===== src/rtl/vga_timing_pkg.sv =====
// Shared 640x480@60 raster geometry and the per-axis phase type used by the
// VGA timing generator and its axis counters.
package vga_timing_pkg;

  localparam int POS_W = 10;

  localparam int H_ACTIVE = 640;
  localparam int H_FRONT  = 16;
  localparam int H_SYNC   = 96;
  localparam int H_BACK   = 48;
  localparam int H_TOTAL  = H_ACTIVE + H_FRONT + H_SYNC + H_BACK;

  localparam int V_ACTIVE = 480;
  localparam int V_FRONT  = 10;
  localparam int V_SYNC   = 2;
  localparam int V_BACK   = 33;
  localparam int V_TOTAL  = V_ACTIVE + V_FRONT + V_SYNC + V_BACK;

  typedef enum logic [1:0] {
    ACTIVE = 2'd0,
    FRONT  = 2'd1,
    SYNC   = 2'd2,
    BACK   = 2'd3
  } axis_phase_e;

  // Drive level of a sync line given whether it is asserted and its polarity.
  function automatic logic sync_level(input logic asserted, input logic pol);
    if (asserted) begin
      return pol;
    end else begin
      return ~pol;
    end
  endfunction

endpackage


===== src/rtl/vga_axis_counter.sv =====
// One raster axis: position counter with a four-phase FSM. Next-state values are
// exported so the parent can register flags aligned with the new position.
module vga_axis_counter
  import vga_timing_pkg::*;
#(
  parameter int ACTIVE_LEN = 640,
  parameter int FRONT_LEN  = 16,
  parameter int SYNC_LEN   = 96,
  parameter int BACK_LEN   = 48
) (
  input  logic             clk,
  input  logic             rst_n,
  input  logic             en,
  output logic [POS_W-1:0] pos,
  output logic [POS_W-1:0] pos_next,
  output axis_phase_e      phase_next,
  output logic             wrap
);

  localparam logic [POS_W-1:0] FRONT_START = POS_W'(ACTIVE_LEN);
  localparam logic [POS_W-1:0] SYNC_START  = POS_W'(ACTIVE_LEN + FRONT_LEN);
  localparam logic [POS_W-1:0] BACK_START  = POS_W'(ACTIVE_LEN + FRONT_LEN + SYNC_LEN);
  localparam logic [POS_W-1:0] LAST_POS    = POS_W'(ACTIVE_LEN + FRONT_LEN + SYNC_LEN + BACK_LEN - 1);
  localparam logic [POS_W-1:0] POS_ZERO    = {POS_W{1'b0}};
  localparam logic [POS_W-1:0] POS_ONE     = POS_W'(1);

  axis_phase_e phase;

  // Wrap is flagged on the last position; the parent qualifies it with its enable.
  assign wrap = (pos == LAST_POS);

  // Next position and phase; phase changes on the edge the counter reaches a boundary.
  always_comb begin
    pos_next   = pos;
    phase_next = phase;
    if (en) begin
      if (wrap) begin
        pos_next = POS_ZERO;
      end else begin
        pos_next = pos + POS_ONE;
      end
      case (phase)
        ACTIVE: begin
          if (pos_next == FRONT_START) phase_next = FRONT;
          else                         phase_next = ACTIVE;
        end
        FRONT: begin
          if (pos_next == SYNC_START) phase_next = SYNC;
          else                        phase_next = FRONT;
        end
        SYNC: begin
          if (pos_next == BACK_START) phase_next = BACK;
          else                        phase_next = SYNC;
        end
        BACK: begin
          if (pos_next == POS_ZERO) phase_next = ACTIVE;
          else                      phase_next = BACK;
        end
        default: phase_next = ACTIVE;
      endcase
    end else begin
      pos_next   = pos;
      phase_next = phase;
    end
  end

  // Position and phase registers.
  always_ff @(posedge clk or negedge rst_n) begin
    if (!rst_n) begin
      pos   <= POS_ZERO;
      phase <= ACTIVE;
    end else begin
      pos   <= pos_next;
      phase <= phase_next;
    end
  end

endmodule


===== src/rtl/vga_timing_gen.sv =====
// 640x480@60 raster timing: two axis counters plus a frame counter, with every
// output registered from next-state values so the whole tuple stays aligned.
module vga_timing_gen
  import vga_timing_pkg::*;
#(
  parameter logic SYNC_POL     = 1'b1,
  parameter int   FRAME_W      = 12,
  parameter int   H_ACTIVE_LEN = H_ACTIVE,
  parameter int   H_FRONT_LEN  = H_FRONT,
  parameter int   H_SYNC_LEN   = H_SYNC,
  parameter int   H_BACK_LEN   = H_BACK,
  parameter int   V_ACTIVE_LEN = V_ACTIVE,
  parameter int   V_FRONT_LEN  = V_FRONT,
  parameter int   V_SYNC_LEN   = V_SYNC,
  parameter int   V_BACK_LEN   = V_BACK
) (
  input  logic               clk,
  input  logic               rst_n,
  input  logic               ce,
  output logic               hsync,
  output logic               vsync,
  output logic               display_on,
  output logic [POS_W-1:0]   hpos,
  output logic [POS_W-1:0]   vpos,
  output logic               line_start,
  output logic               frame_start,
  output logic [FRAME_W-1:0] frame
);

  localparam logic [POS_W-1:0]   POS_ZERO   = {POS_W{1'b0}};
  localparam logic [FRAME_W-1:0] FRAME_ZERO = {FRAME_W{1'b0}};
  localparam logic [FRAME_W-1:0] FRAME_ONE  = FRAME_W'(1);

  logic [POS_W-1:0]   h_pos_next;
  logic [POS_W-1:0]   v_pos_next;
  axis_phase_e        h_phase_next;
  axis_phase_e        v_phase_next;
  logic               h_wrap;
  logic               v_wrap;
  logic               v_en;
  logic               frame_wrap;
  logic [FRAME_W-1:0] frame_next;

  assign v_en       = ce & h_wrap;
  assign frame_wrap = v_en & v_wrap;

  vga_axis_counter #(
    .ACTIVE_LEN (H_ACTIVE_LEN),
    .FRONT_LEN  (H_FRONT_LEN),
    .SYNC_LEN   (H_SYNC_LEN),
    .BACK_LEN   (H_BACK_LEN)
  ) u_h_axis (
    .clk        (clk),
    .rst_n      (rst_n),
    .en         (ce),
    .pos        (hpos),
    .pos_next   (h_pos_next),
    .phase_next (h_phase_next),
    .wrap       (h_wrap)
  );

  vga_axis_counter #(
    .ACTIVE_LEN (V_ACTIVE_LEN),
    .FRONT_LEN  (V_FRONT_LEN),
    .SYNC_LEN   (V_SYNC_LEN),
    .BACK_LEN   (V_BACK_LEN)
  ) u_v_axis (
    .clk        (clk),
    .rst_n      (rst_n),
    .en         (v_en),
    .pos        (vpos),
    .pos_next   (v_pos_next),
    .phase_next (v_phase_next),
    .wrap       (v_wrap)
  );

  // Frame count advances only on the combined horizontal+vertical wrap.
  always_comb begin
    frame_next = frame;
    if (frame_wrap) begin
      frame_next = frame + FRAME_ONE;
    end else begin
      frame_next = frame;
    end
  end

  // Output flags registered from next-state values of both axes.
  always_ff @(posedge clk or negedge rst_n) begin
    if (!rst_n) begin
      hsync       <= ~SYNC_POL;
      vsync       <= ~SYNC_POL;
      display_on  <= 1'b1;
      line_start  <= 1'b1;
      frame_start <= 1'b1;
      frame       <= FRAME_ZERO;
    end else begin
      hsync       <= sync_level(h_phase_next == SYNC, SYNC_POL);
      vsync       <= sync_level(v_phase_next == SYNC, SYNC_POL);
      display_on  <= (h_phase_next == ACTIVE) && (v_phase_next == ACTIVE);
      line_start  <= (h_pos_next == POS_ZERO);
      frame_start <= (h_pos_next == POS_ZERO) && (v_pos_next == POS_ZERO);
      frame       <= frame_next;
    end
  end

endmodule


===== config.mk =====
export PLATFORM = sky130hd
export DESIGN_NAME = vga_timing_gen
export DESIGN_NICKNAME = d
export VERILOG_FILES = /design/src/rtl/vga_timing_pkg.sv /design/src/rtl/vga_axis_counter.sv /design/src/rtl/vga_timing_gen.sv
export SDC_FILE = /design/constraint.sdc
export NUM_CORES = 1
export LEC_CHECK = 0
export CAP_MARGIN = 20
export CORE_ASPECT_RATIO = 1.2
export CORE_MARGIN = 4
export CORE_UTILIZATION = 30
export CTS_CLUSTER_DIAMETER = 120
export CTS_CLUSTER_SIZE = 30
export DETAILED_ROUTE_END_ITERATION = 10
export PLACE_DENSITY = 0.54
export SKIP_LAST_GASP = 1
export SLEW_MARGIN = 20
export SYNTH_ARGS = -nofsm -noshare
export SYNTH_HDL_FRONTEND = slang
export SYNTH_SLANG_ARGS = --single-unit
export TNS_END_PERCENT = 50

===== constraint.sdc =====
create_clock -name clk -period 6.4 [get_ports clk]
set_input_delay 1.28 -clock clk [delete_from_list [all_inputs] [get_ports clk]]
set_output_delay 1.28 -clock clk [all_outputs]
set_load 0.01 [all_outputs]

# Yosys cells after proc, flatten, opt, wreduce, memory -nomap -nowiden
# Index checks and enable logic that the tools add are counted.
word_totals:
  regBits: 41
  rom_bits: 0
  memories: 0
  ramBits: 0
  in_bits: 3
  word_cells: 61
  latchBits: 0
classes:
  shift: 0
  reduce_logical: 10
  bitwise: 2
  eq_ne: 16
  n_addsub: 3
  n_lt_le_gt_ge: 0
  mul: 0
  div: 0
  muxes: 20
ops:
  columns: ["op", "n"]
  rows:
  - ["two-way mux 10 bit", 6]
  - ["== test 10 bit, second input constant", 5]
  - ["zero test 10 bit", 4]
  - ["== test 10 x 9 -> 1 bit, second input constant", 3]
  - ["adder 10 x 1 -> 10 bit, second input constant", 2]
  - ["case mux 2 bit (4 select lines)", 2]
  - ["adder 12 x 1 -> 12 bit, second input constant", 1]
  - ["== test 2 bit, second input constant", 6]
  - ["two-way mux 2 bit", 6]
  - ["zero test 2 bit", 4]
  - ["two-way mux 1 bit", 6]
  - ["== test 2 x 1 -> 1 bit, second input constant", 2]
  - ["bitwise AND 1 bit", 2]
  - ["logical AND 1 bit", 2]

# Depth between registers and ports, before layout
logic_depth:
  depth_word: 9
  ltp_mapped: 10
  mapped_depth_nobuf: 9

# Cells and area by module
# From an unflattened synthesis, not the netlist that was laid out.
unflattened:
  hier_cells: 290
  hier_area_um2: 2651.3
by_module_without_submodules:
  columns: ["mod", "instances", "cells_per_inst", "seq_area_each_um2", "area_per_inst_um2"]
  rows:
  - ["vga_axis_counter at u_v_axis", 1, 122, 300.3, 996.0]
  - ["vga_axis_counter at u_h_axis", 1, 106, 300.3, 922.1]
  - ["vga_timing_gen", 1, 62, 429.2, 733.2]

# Worst setup path after synthesis
# No wires, ideal clock.
synth_path:
  path_type: "input to register"
  startpoint: "in ce"
  endpoint: "reg frame[11]"
  setup_slack_ps: 3056
  stages: 8
  arrival_ps: 3220
  t_required_ps: 6276
  cell_sequence: "buf_2 > nand3_1 > or4_4 > buf_6 > nor2_4 > nand4_1 > or4_1 > xnor2_1"
synth_via:
  elab_chain_cells: 2
synth_lines:
  columns: ["element", "line", "rtl"]
  rows:
  - ["start, declared", "vga_timing_gen.sv:19", "input logic ce,"]
  - ["bitwise AND 1 bit", "vga_timing_gen.sv:44", "assign v_en = ce & h_wrap;"]
  - ["bitwise AND 1 bit", "vga_timing_gen.sv:45", "assign frame_wrap = v_en & v_wrap;"]
  - ["end signal, assigned", "vga_timing_gen.sv:102", "frame <= frame_next;"]
  - ["end, declared", "vga_timing_gen.sv:27", "output logic [FRAME_W-1:0] frame"]
# No other way between the ends.
# A chain may end at the register's enable or synchronous reset.

# Final worst setup path
# Same ends and word-level chain as after synthesis.

==> summary.txt <==
Synthesis
  • Area share of the largest cell type after synthesis: 0.394
  • Main synth FF type: dfrtp_1
  • Sequential area share after synthesis: 0.427
  • Yosys cell types: 55
  • Number of enable flip-flop cells after synthesis: 0
  • Synth top area cells: dfrtp_1, xnor2_1, nand2_1
  • Syn nets: 260
  • Cell type contributing the most total cell area after synthesis: dfrtp_1
  • Warning count from the yosys run: 0
  • Async SR Flop Fraction: 1.00
  • Total standard cell area after synthesis: 2410 µm²
  • Number of storage elements in the synthesis netlist: 41
  • Synthesized instance count: 253
  • Mean cell area of the mapped netlist: 9.53 µm²

CTS
  • Later-pin clock latency in the skew report: 0.29 ns
  • Postcts setup bufs: 0
  • Root Driver: clkbuf_8
  • Number of sinks handled by clock tree synthesis: 41
  • Clock-pin slew on the worst setup and hold paths: 0.08 ns
  • Number of H-tree branching levels: 2
  • Hold buffer count at CTS: 0
  • Maximum root-to-sink buffer count: 2
  • Number of gates resized after cts: 0
  • Cts bufs inserted: 5
  • CTS tree: built

Global route
  • Maximum number of pins on one net before global-route repair: 42
  • GRT overflow: 0
  • Wire length of the first global-routing pass: 10100 µm
  • Antenna violations before repair: 0
  • Number of global-route vias before repair: 2055
  • Overall track demand over capacity in global routing: 0.127

Die
  • Initial Util: 0.311
  • Die Y-Extent: 106 µm
  • Horizontal die dimension: 89.8 µm
  • Area of the core: 7750 µm²
  • Num ports: 40
  • Std-Cell Rows: 35
  • Die area: 9540 µm²

Routing
  • Detailed-routing iteration count for the pre-antenna-repair pass: 4
  • Number of antenna-violating nets in the routed design: 0
  • Number of vias in the routed layout: 2034
  • Post-DR wirelength/cell: 15.1 µm
  • DR DRC count: 0
  • Via density per instance: 5.37
  • Count of routing violations after the opening detailed-route iteration: 96
  • Final WL: 5710 µm

Layout
  • Number of filler cells placed in the layout: 785
  • Number of nets in the layout: 293
  • Finished Cell Area: 2980 µm²
  • Layout Area Growth over Synthesis: 23.5%
  • Antenna Cells: 0
  • Share of cells above drive strength 1: 0.0732

Setup path
  • Worst EP required: 6.58 ns
  • Crit path kind: in2reg
  • Setup crit end kind: flop
  • R2r startpoint: u_h_axis.pos[0]
  • Depth of the most critical reg-to-reg path: 7
  • Critical path fanouts, max: 11
  • Critical path startpoint category: input port
  • Reg-to-reg critical path endpoint: frame[11]
  • Source of the critical timing path: ce
  • Crit path capture: frame[11]
  • Setup slack, reg-to-reg: 3.59 ns
  • Arrival time of the worst setup path: 3.94 ns

STA
  • Number of slew-limit violations in the final report: 0
  • Worst Max-Slew Pin Slew: 0.945 ns
  • Final total negative setup slack: 0 ns
  • Maximum achievable frequency: 0.266 GHz
  • Setup repair after global routing missed its margin: false
  • Hold Worst Slack: 0.487 ns
  • Relative slew slack: 0.370
  • Final setup viols: 0
  • Setup slack after layout: 2.64 ns
  • Total count of hold-check failures in the final report: 0
  • Minimum clock period after layout: 3.76 ns
  • Clk_skew: 0.0112 ns
  • Final period util: 0.588

Pwr
  • Part of the power in registers: 0.420
  • Leakage power: 0.00119 µW
  • Switching power as a share of total power: 0.335
  • Highest ir drop seen on vdd: 196 µV
  • Internal power summed over all cells: 560 µW
  • Power spent charging and discharging nets: 282 µW
  • Power share of the combinational group: 0.290
  • Power density normalized to cell area: 283 nW/µm²
  • Power share of the clock group: 0.290

Place
  • Buffers on Ports: 39
  • Worst-case setup slack after placement: 2.33 ns
  • Sum of net half-perimeters after detailed placement: 4260 µm
  • Routability-driven placement congestion ratio: 0.810
  • Placement Cell Area: 2840 µm²

Hold path
  • Class of the tightest hold or removal check: reg2reg

Outcome
  • Run status: finished, final reports clean

Run
  • Max Cap Violations: 0
layout by cell type, fill, tap and decap left out, drive strengths merged, types with 2 or more instances in the layout:
cell type,Yosys,layout
nand4,9,9
bufinv,0,2
o31ai,3,3
a21oi,3,3
xor2,8,8
and3,8,8
nor4,9,9
nor2b,4,4
or4,4,4
nand3b,4,4
or3,4,4
nand3,16,16
mux2,3,3
inv,9,9
dfrtp,38,38
dfstp,3,3
xnor2,22,22
clkdlybuf4s50,0,38
and4,2,2
clkbuf,7,5
nor2,15,15
a31o,2,2
o21ai,13,13
nor3,7,7
nand2,22,22
a31oi,2,2
ha,4,4
nand2b,5,5
o22ai,2,2
final cells by class:
type,instances,area (µm²),area share
multi-input cells,190,1280,0.430
clock buffers,5,68.8,0.0231
repair buffers,39,385,0.129
well taps,92,115,0.0387
clock inverters,3,65.1,0.0219
flip-flops and latches,41,1030,0.346
inverters,9,33.8,0.0113
critical path, stage by stage:
cell             delay (ns)
clkdlybuf4s50_1        0.69
nand3_1                0.26
or4_4                  0.70
nor2_4                 0.19
nand4_1                0.21
or4_1                  0.47
xnor2_1                0.14
power groups by stage:
stage               Clock [µW]  Combinational [µW]  Sequential [µW]
detailed placement           0                 246              357
global placement             0                 246              359
finish                     244                 244              353
floorplan                    0                 186              327
global route               267                 274              364
CTS                        254                 247              353
registers in the layout, summed over array words and instances, names as in the netlist:
name	flops
frame_start	1
u_v_axis.pos	10
frame	12
u_v_axis.phase	2
u_h_axis.phase	2
hsync	1
display_on	1
line_start	1
u_h_axis.pos	10
vsync	1
cell families (layout without fill, tap and decap cells):
| group | after synthesis | after routing | share of synthesized area |
|---|---|---|---|
| compound gates | 37 | 37 | 0.109 |
| xor+xnor | 30 | 30 | 0.109 |
| buf+inv | 22 | 56 | 0.0426 |
| mux | 4 | 4 | 0.0182 |
| simple gates | 115 | 115 | 0.273 |
| flops | 41 | 41 | 0.427 |
| fa+ha+maj | 4 | 4 | 0.0208 |
synth_stat cells, drive strengths merged (2+ instances only):
cell type	number
a21oi	3
a31o	2
a31oi	2
and3	8
and4	2
buf	6
clkbuf	7
dfrtp	38
dfstp	3
ha	4
inv	9
mux2	3
nand2	22
nand2b	5
nand3	16
nand3b	4
nand4	9
nor2	15
nor2b	4
nor3	7
nor4	9
o21ai	13
o22ai	2
o31ai	3
or3	4
or4	4
xnor2	22
xor2	8
per-stage QoR:
stage	power [µW]	std cells	util
2_1_floorplan	513	253	-
3_3_place_gp	605	371	0.367
3_5_place_dp	603	371	0.367
4_1_cts	854	379	0.384
5_1_grt	905	379	0.384
6_report	842	379	0.384
per-layer routing:
layer | wire, µm | vias to the layer above | part of all wire | GRT usage
li1 | - | 977 | - | -
met1 | 2510 | 1001 | 0.44 | 0.162
met2 | 2850 | 48 | 0.50 | 0.216
met3 | 257 | 8 | 0.045 | 0.0226
met4 | 95 | 0 | 0.017 | 0.0493
met5 | 0 | - | 0 | 0
worst min path at each step:
stage                     cells after the start        end  slack [ns]  startpoint
after floorplan                               1  frame[11]        0.51   frame[11]
after global routing                          1  frame[11]        0.52   frame[11]
after detailed placement                      1  frame[11]        0.49   frame[11]
after global placement                        1  frame[11]        0.47   frame[11]
after CTS                                     1  frame[11]        0.50   frame[11]
final                                         1  frame[11]        0.49   frame[11]
No activity file was read; power rests on OpenSTA's default activity.
